===== config.mk =====
export PLATFORM = sky130hd
export DESIGN_NAME = cdc_export_arbiter
export DESIGN_NICKNAME = d
export VERILOG_FILES = /design/src/rtl/cdc_export_arbiter_pkg.sv /design/src/rtl/cdc_export_arbiter_rr_pick.sv /design/src/rtl/cdc_export_arbiter.sv
export SDC_FILE = /design/constraint.sdc
export NUM_CORES = 1
export LEC_CHECK = 0
export CORE_MARGIN = 2
export CORE_UTILIZATION = 42
export CTS_CLUSTER_DIAMETER = 60
export CTS_CLUSTER_SIZE = 10
export DETAILED_ROUTE_END_ITERATION = 10
export PLACE_DENSITY = 0.87
export REMOVE_ABC_BUFFERS = 1
export SLEW_MARGIN = 0
export SYNTH_ARGS = -nofsm -noshare
export SYNTH_HDL_FRONTEND = slang
export SYNTH_HIERARCHICAL = 1
export SYNTH_SLANG_ARGS = --single-unit
export TNS_END_PERCENT = 100

===== constraint.sdc =====
create_clock -name clk -period 1.55 [get_ports clk]
set_input_delay 0.155 -clock clk [delete_from_list [all_inputs] [get_ports clk]]
set_output_delay 0.155 -clock clk [all_outputs]
set_load 0.1 [all_outputs]

===== src/rtl/cdc_export_arbiter_pkg.sv =====
// Shared constants for the export arbiter and its far-domain demux.
// Tag field positions locate the source index inside an exported word.
package cdc_export_arbiter_pkg;

   localparam int unsigned ARB_N    = 4;
   localparam int unsigned ARB_SIZE = 8;

   function automatic int unsigned clog2(input int unsigned v);
      int unsigned r;
      r = 0;
      while ((64'd1 << r) < 64'(v)) r++;
      return r;
   endfunction

   // A single requester still carries a 1-bit tag field.
   function automatic int unsigned idw_of(input int unsigned n);
      return (clog2(n) < 1) ? 1 : clog2(n);
   endfunction

   function automatic int unsigned tag_lsb(input int unsigned size);
      return size;
   endfunction

   function automatic int unsigned tag_msb(input int unsigned idw, input int unsigned size);
      return idw + size - 1;
   endfunction

   localparam int unsigned ARB_IDW = idw_of(ARB_N);
   localparam int unsigned TAG_LSB = tag_lsb(ARB_SIZE);
   localparam int unsigned TAG_MSB = tag_msb(ARB_IDW, ARB_SIZE);

endpackage


===== src/rtl/cdc_export_arbiter_rr_pick.sv =====
// Combinational grant picker over the full[] vector.
// CDC_ARB_FIXED_PRIO_EN selects lowest-index-first instead of round-robin.
module cdc_export_arbiter_rr_pick #(
   parameter int unsigned N   = 4,
   parameter int unsigned IDW = 2
) (
   input  logic [N-1:0]   full_i,
   input  logic [IDW-1:0] last_i,
   output logic [IDW-1:0] grant_o,
   output logic           any_o
);

`ifdef CDC_ARB_FIXED_PRIO_EN
   logic unused_last;
   assign unused_last = ^last_i;

   // Descending scan so the lowest full index is the final winner.
   always_comb begin
      grant_o = '0;
      for (int k = int'(N) - 1; k >= 0; k--) begin
         if (full_i[IDW'(k)]) grant_o = IDW'(k);
      end
   end
`else
   logic [IDW-1:0] idx;

   // Scan offsets N..1 from last; the nearest full index after last wins.
   always_comb begin
      grant_o = '0;
      idx     = '0;
      for (int k = int'(N); k >= 1; k--) begin
         idx = IDW'((int'(last_i) + k) % int'(N));
         if (full_i[idx]) grant_o = idx;
      end
   end
`endif

   assign any_o = |full_i;

endmodule


===== src/rtl/cdc_export_arbiter.sv =====
// N one-entry holding buffers drained round-robin into a tagged export channel.
// Define CDC_ARB_FIXED_PRIO_EN for fixed lowest-index priority.
module cdc_export_arbiter
   import cdc_export_arbiter_pkg::*;
#(
   parameter int unsigned N    = ARB_N,
   parameter int unsigned SIZE = ARB_SIZE
) (
   input  logic                           clk,
   input  logic                           rst,
   input  logic [N*SIZE-1:0]              req_data,
   input  logic [N-1:0]                   req_stb,
   output logic [N-1:0]                   req_ready,
   output logic [idw_of(N)+SIZE-1:0]      exp_data,
   output logic                           exp_stb,
   input  logic                           exp_ready,
   output logic                           busy
);

   localparam int unsigned IDW  = idw_of(N);
   localparam int unsigned TMSB = tag_msb(IDW, SIZE);
   localparam int unsigned TLSB = tag_lsb(SIZE);

   logic [N-1:0]    full_q, full_d;
   logic [SIZE-1:0] buf_q [N];
   logic [SIZE-1:0] buf_d [N];
   logic [IDW-1:0]  last_q, last_d;
   logic [IDW-1:0]  grant;
   logic            any;

   cdc_export_arbiter_rr_pick #(
      .N   (N),
      .IDW (IDW)
   ) u_pick (
      .full_i  (full_q),
      .last_i  (last_q),
      .grant_o (grant),
      .any_o   (any)
   );

   assign req_ready = ~full_q & {N{~rst}};
   assign busy      = |full_q;
   assign exp_stb   = exp_ready & any;

   // Idle words read as zero so stale buffer contents never leak out.
   always_comb begin
      exp_data = '0;
      if (any) begin
         exp_data[TMSB:TLSB] = grant;
         exp_data[SIZE-1:0]  = buf_q[grant];
      end
   end

   // Capture and drain never share an index: ready is low while full.
   always_comb begin
      full_d = full_q;
      buf_d  = buf_q;
      last_d = last_q;
      for (int i = 0; i < int'(N); i++) begin
         if (req_stb[i] && req_ready[i]) begin
            buf_d[i]  = req_data[i*SIZE +: SIZE];
            full_d[i] = 1'b1;
         end
      end
      if (exp_stb) begin
         full_d[grant] = 1'b0;
`ifndef CDC_ARB_FIXED_PRIO_EN
         last_d = grant;
`endif
      end
   end

   always_ff @(posedge clk or posedge rst) begin
      if (rst) begin
         full_q <= '0;
         last_q <= IDW'(N - 1);
         for (int i = 0; i < int'(N); i++) buf_q[i] <= '0;
      end else begin
         full_q <= full_d;
         last_q <= last_d;
         buf_q  <= buf_d;
      end
   end

endmodule


==> key figures <==
Die
  • Row cnt: 24
  • Die Y: 70.1 µm
  • Core footprint: 4290 µm²
  • IO Pins: 55
  • Initial Utilization: 42.7%
  • Die area: 4910 µm²
  • Die width: 70.1 µm

Worst setup path
  • Setup Crit Path Kind: reg -> out
  • CP max FO: 10
  • CP endpoint kind: output port
  • Startpoint Class: flop
  • Arrival time worst endpoint: 2.11 ns
  • Worst endpoint required time: 1.39 ns

Route
  • Pre-antenna DRT Iters: 4
  • Residual DRC count: 0
  • Via/cell ratio: 5.34
  • Starting DRT DRC Count: 72
  • Remaining antenna violation count after routing: 0
  • Final wirelength: 5300 µm
  • Per-cell routed wire length: 19.2 µm
  • Vias: 1475

Timing
  • Least-Margin Pin Slew: 0.334 ns
  • RSZ-0062 raised after global routing: yes
  • Clk_skew: 0.00751 ns
  • Setup-failing EPs final: 18
  • Hold slack: 0.473 ns
  • Fmax: 0.441 GHz
  • Final Hold Vio Count: 0
  • Max-slew headroom: 77.6%
  • Fin. max-slew vios: 0
  • Tmin final: 2.27 ns
  • PnR worst setup slack: -0.718 ns
  • Tcrit/Tclk final: 146%

Clock network
  • Clock tree from TritonCTS: done
  • Clock Path Buffers: 2
  • H-tree depth: 2
  • Root buf cell: clkbuf_8
  • Worst-path clk slew: 0.08 ns
  • Hold Buf Count CTS: 0
  • Cts bufs inserted: 5
  • Later-pin clock latency in the skew report: 0.29 ns
  • Sink Count: 38

Yosys
  • Number of synthesis warnings: 6
  • Yosys cell types: 24
  • Synth area leaders: dfrtp_1 (49%), mux2_2 (20%), mux2i_1 (9.3%), nor3b_4 (4.1%), dfstp_2 (2.9%)
  • Syn Inst Count: 136
  • Seq cells post-synth: 38
  • Yosys top cell area share: 49.1%
  • Syn_area_per_cell: 13.5 µm²
  • Yosys top cell by area: dfrtp_1
  • Cell Area, Synth: 1840 µm²
  • Seq/Total Area, Yosys: 51.9%

GRT
  • Initial antenna violation count: 0
  • GRT Total Usage: 21.8%
  • Global routing usage on met2: 36.5%
  • Vias in the first global route: 1604
  • Gr ovfl total: 0
  • Grt met3 use: 4.91%
  • First-pass GRT wire length: 8090 µm
  • Largest net degree at the start of global routing: 24
  • GRT busiest layer: met2
  • Met1 Use GR: 27.6%

Place
  • Post-DP HPWL: 3330 µm
  • Place WS: -0.444 ns
  • PortBufs: 54
  • GP Congestion: 0.899

Status
  • Outcome: finished with violations
  • Failing checks: negative setup slack

Cells and area
  • Area delta synth->final: 80.5%
  • Antenna cells: 0
  • Commonest cells after routing, fill and taps aside: clkdlybuf4s50_1 (38), dfrtp_1 (35), mux2_2 (33), buf_4 (22), buf_12 (20)
  • Final net count: 262
  • Final Core Density: 77.2%
  • Commonest non-fill, non-tap cell in the layout: clkdlybuf4s50_1
  • Share of cells above drive strength 1: 56.7%

Min path
  • Worst Hold Class: in -> reg

Flow run
  • Max-cap violations: 0
worst paths after layout:
check	from	endpoint	slack (ns)	cells past startpoint
min reg2reg	buf_q[27]	buf_q[27]	0.53	1
max reg2reg	full_q[2]	last_q[1]	-0.31	6
min	req_data[2]	buf_q[26]	0.47	2
max in group asynchronous	rst	buf_q[23]	0.72	5
min in group asynchronous	rst	buf_q[5]	0.55	5
max	last_q[1]	exp_data[3]	-0.72	7
critical path, stage by stage (launching register included):
cell      delay [ns]
dfstp_2         0.41
buf_4           0.14
nand2b_1        0.18
a21oi_4         0.27
buf_12          0.19
mux2i_1         0.31
o22ai_4         0.14
buf_12          0.18
kinds of logic (layout without fill, tap and decap cells):
logic type      after synthesis  after routing  share of synthesized area [%]
compound gates               18             18                           7.36
mux                          50             50                           29.5
flops                        38             38                           51.9
simple gates                 21             22                           8.79
buf+inv                       9             96                           2.39
synthesized netlist by cell type:
library cell  number
clkbuf_1           1
buf_2              2
and2b_1            1
and2_1             1
mux2_2            33
inv_1              5
nand2_1            3
o221ai_2           1
nand2b_1           4
and3_1             1
dfrtp_1           36
nor2_1             6
a21oi_2            1
or4_1              1
dfstp_2            2
a31oi_1            1
a2bb2oi_1          2
nor3b_4            4
mux2i_1           17
a21o_1             1
o32a_1             2
o22ai_1            8
a21oi_1            2
buf_6              1
layer usage:
metal	vias to the layer above	wire length [µm]
met5	-	0
met3	4	213
met1	742	2190
met4	0	54
li1	680	-
met2	49	2850
layout make-up:
class / instances / area (µm²)
clock buffer: 6 / 82.6
clock inverter: 2 / 60.1
fill: 250 / 981
inverter: 5 / 18.8
multi-input combinational: 90 / 1150
sequential: 38 / 955
tap: 52 / 65.1
timing repair buffer: 83 / 980
registers in the layout (all words and copies together) (netlist names):
name	flops
buf_q	32
full_q	4
last_q	2
through the flow:
stage / instance area [µm²] / std cells / TNS, ns
global placement: 2790 / 263 / -3.89
CTS: 3150 / 272 / -7.04
global route: 3310 / 276 / -10.06
detailed placement: 2790 / 263 / -5.04
floorplan: 1810 / 132 / -25.58
finish: 3310 / 276 / -8.99
what timing repair did:
| action | CTS | global route |
|---|---|---|
| setup endpoints to repair | 14 | 18 |
| gates resized for setup | 39 | 19 |
| gates cloned | 0 | 1 |
| buffers inserted | 3 | 3 |
| pin swaps | 7 | 10 |
Power is not shown: default switching activity piles up to over one toggle a cycle in this logic, so the estimate is an artifact.
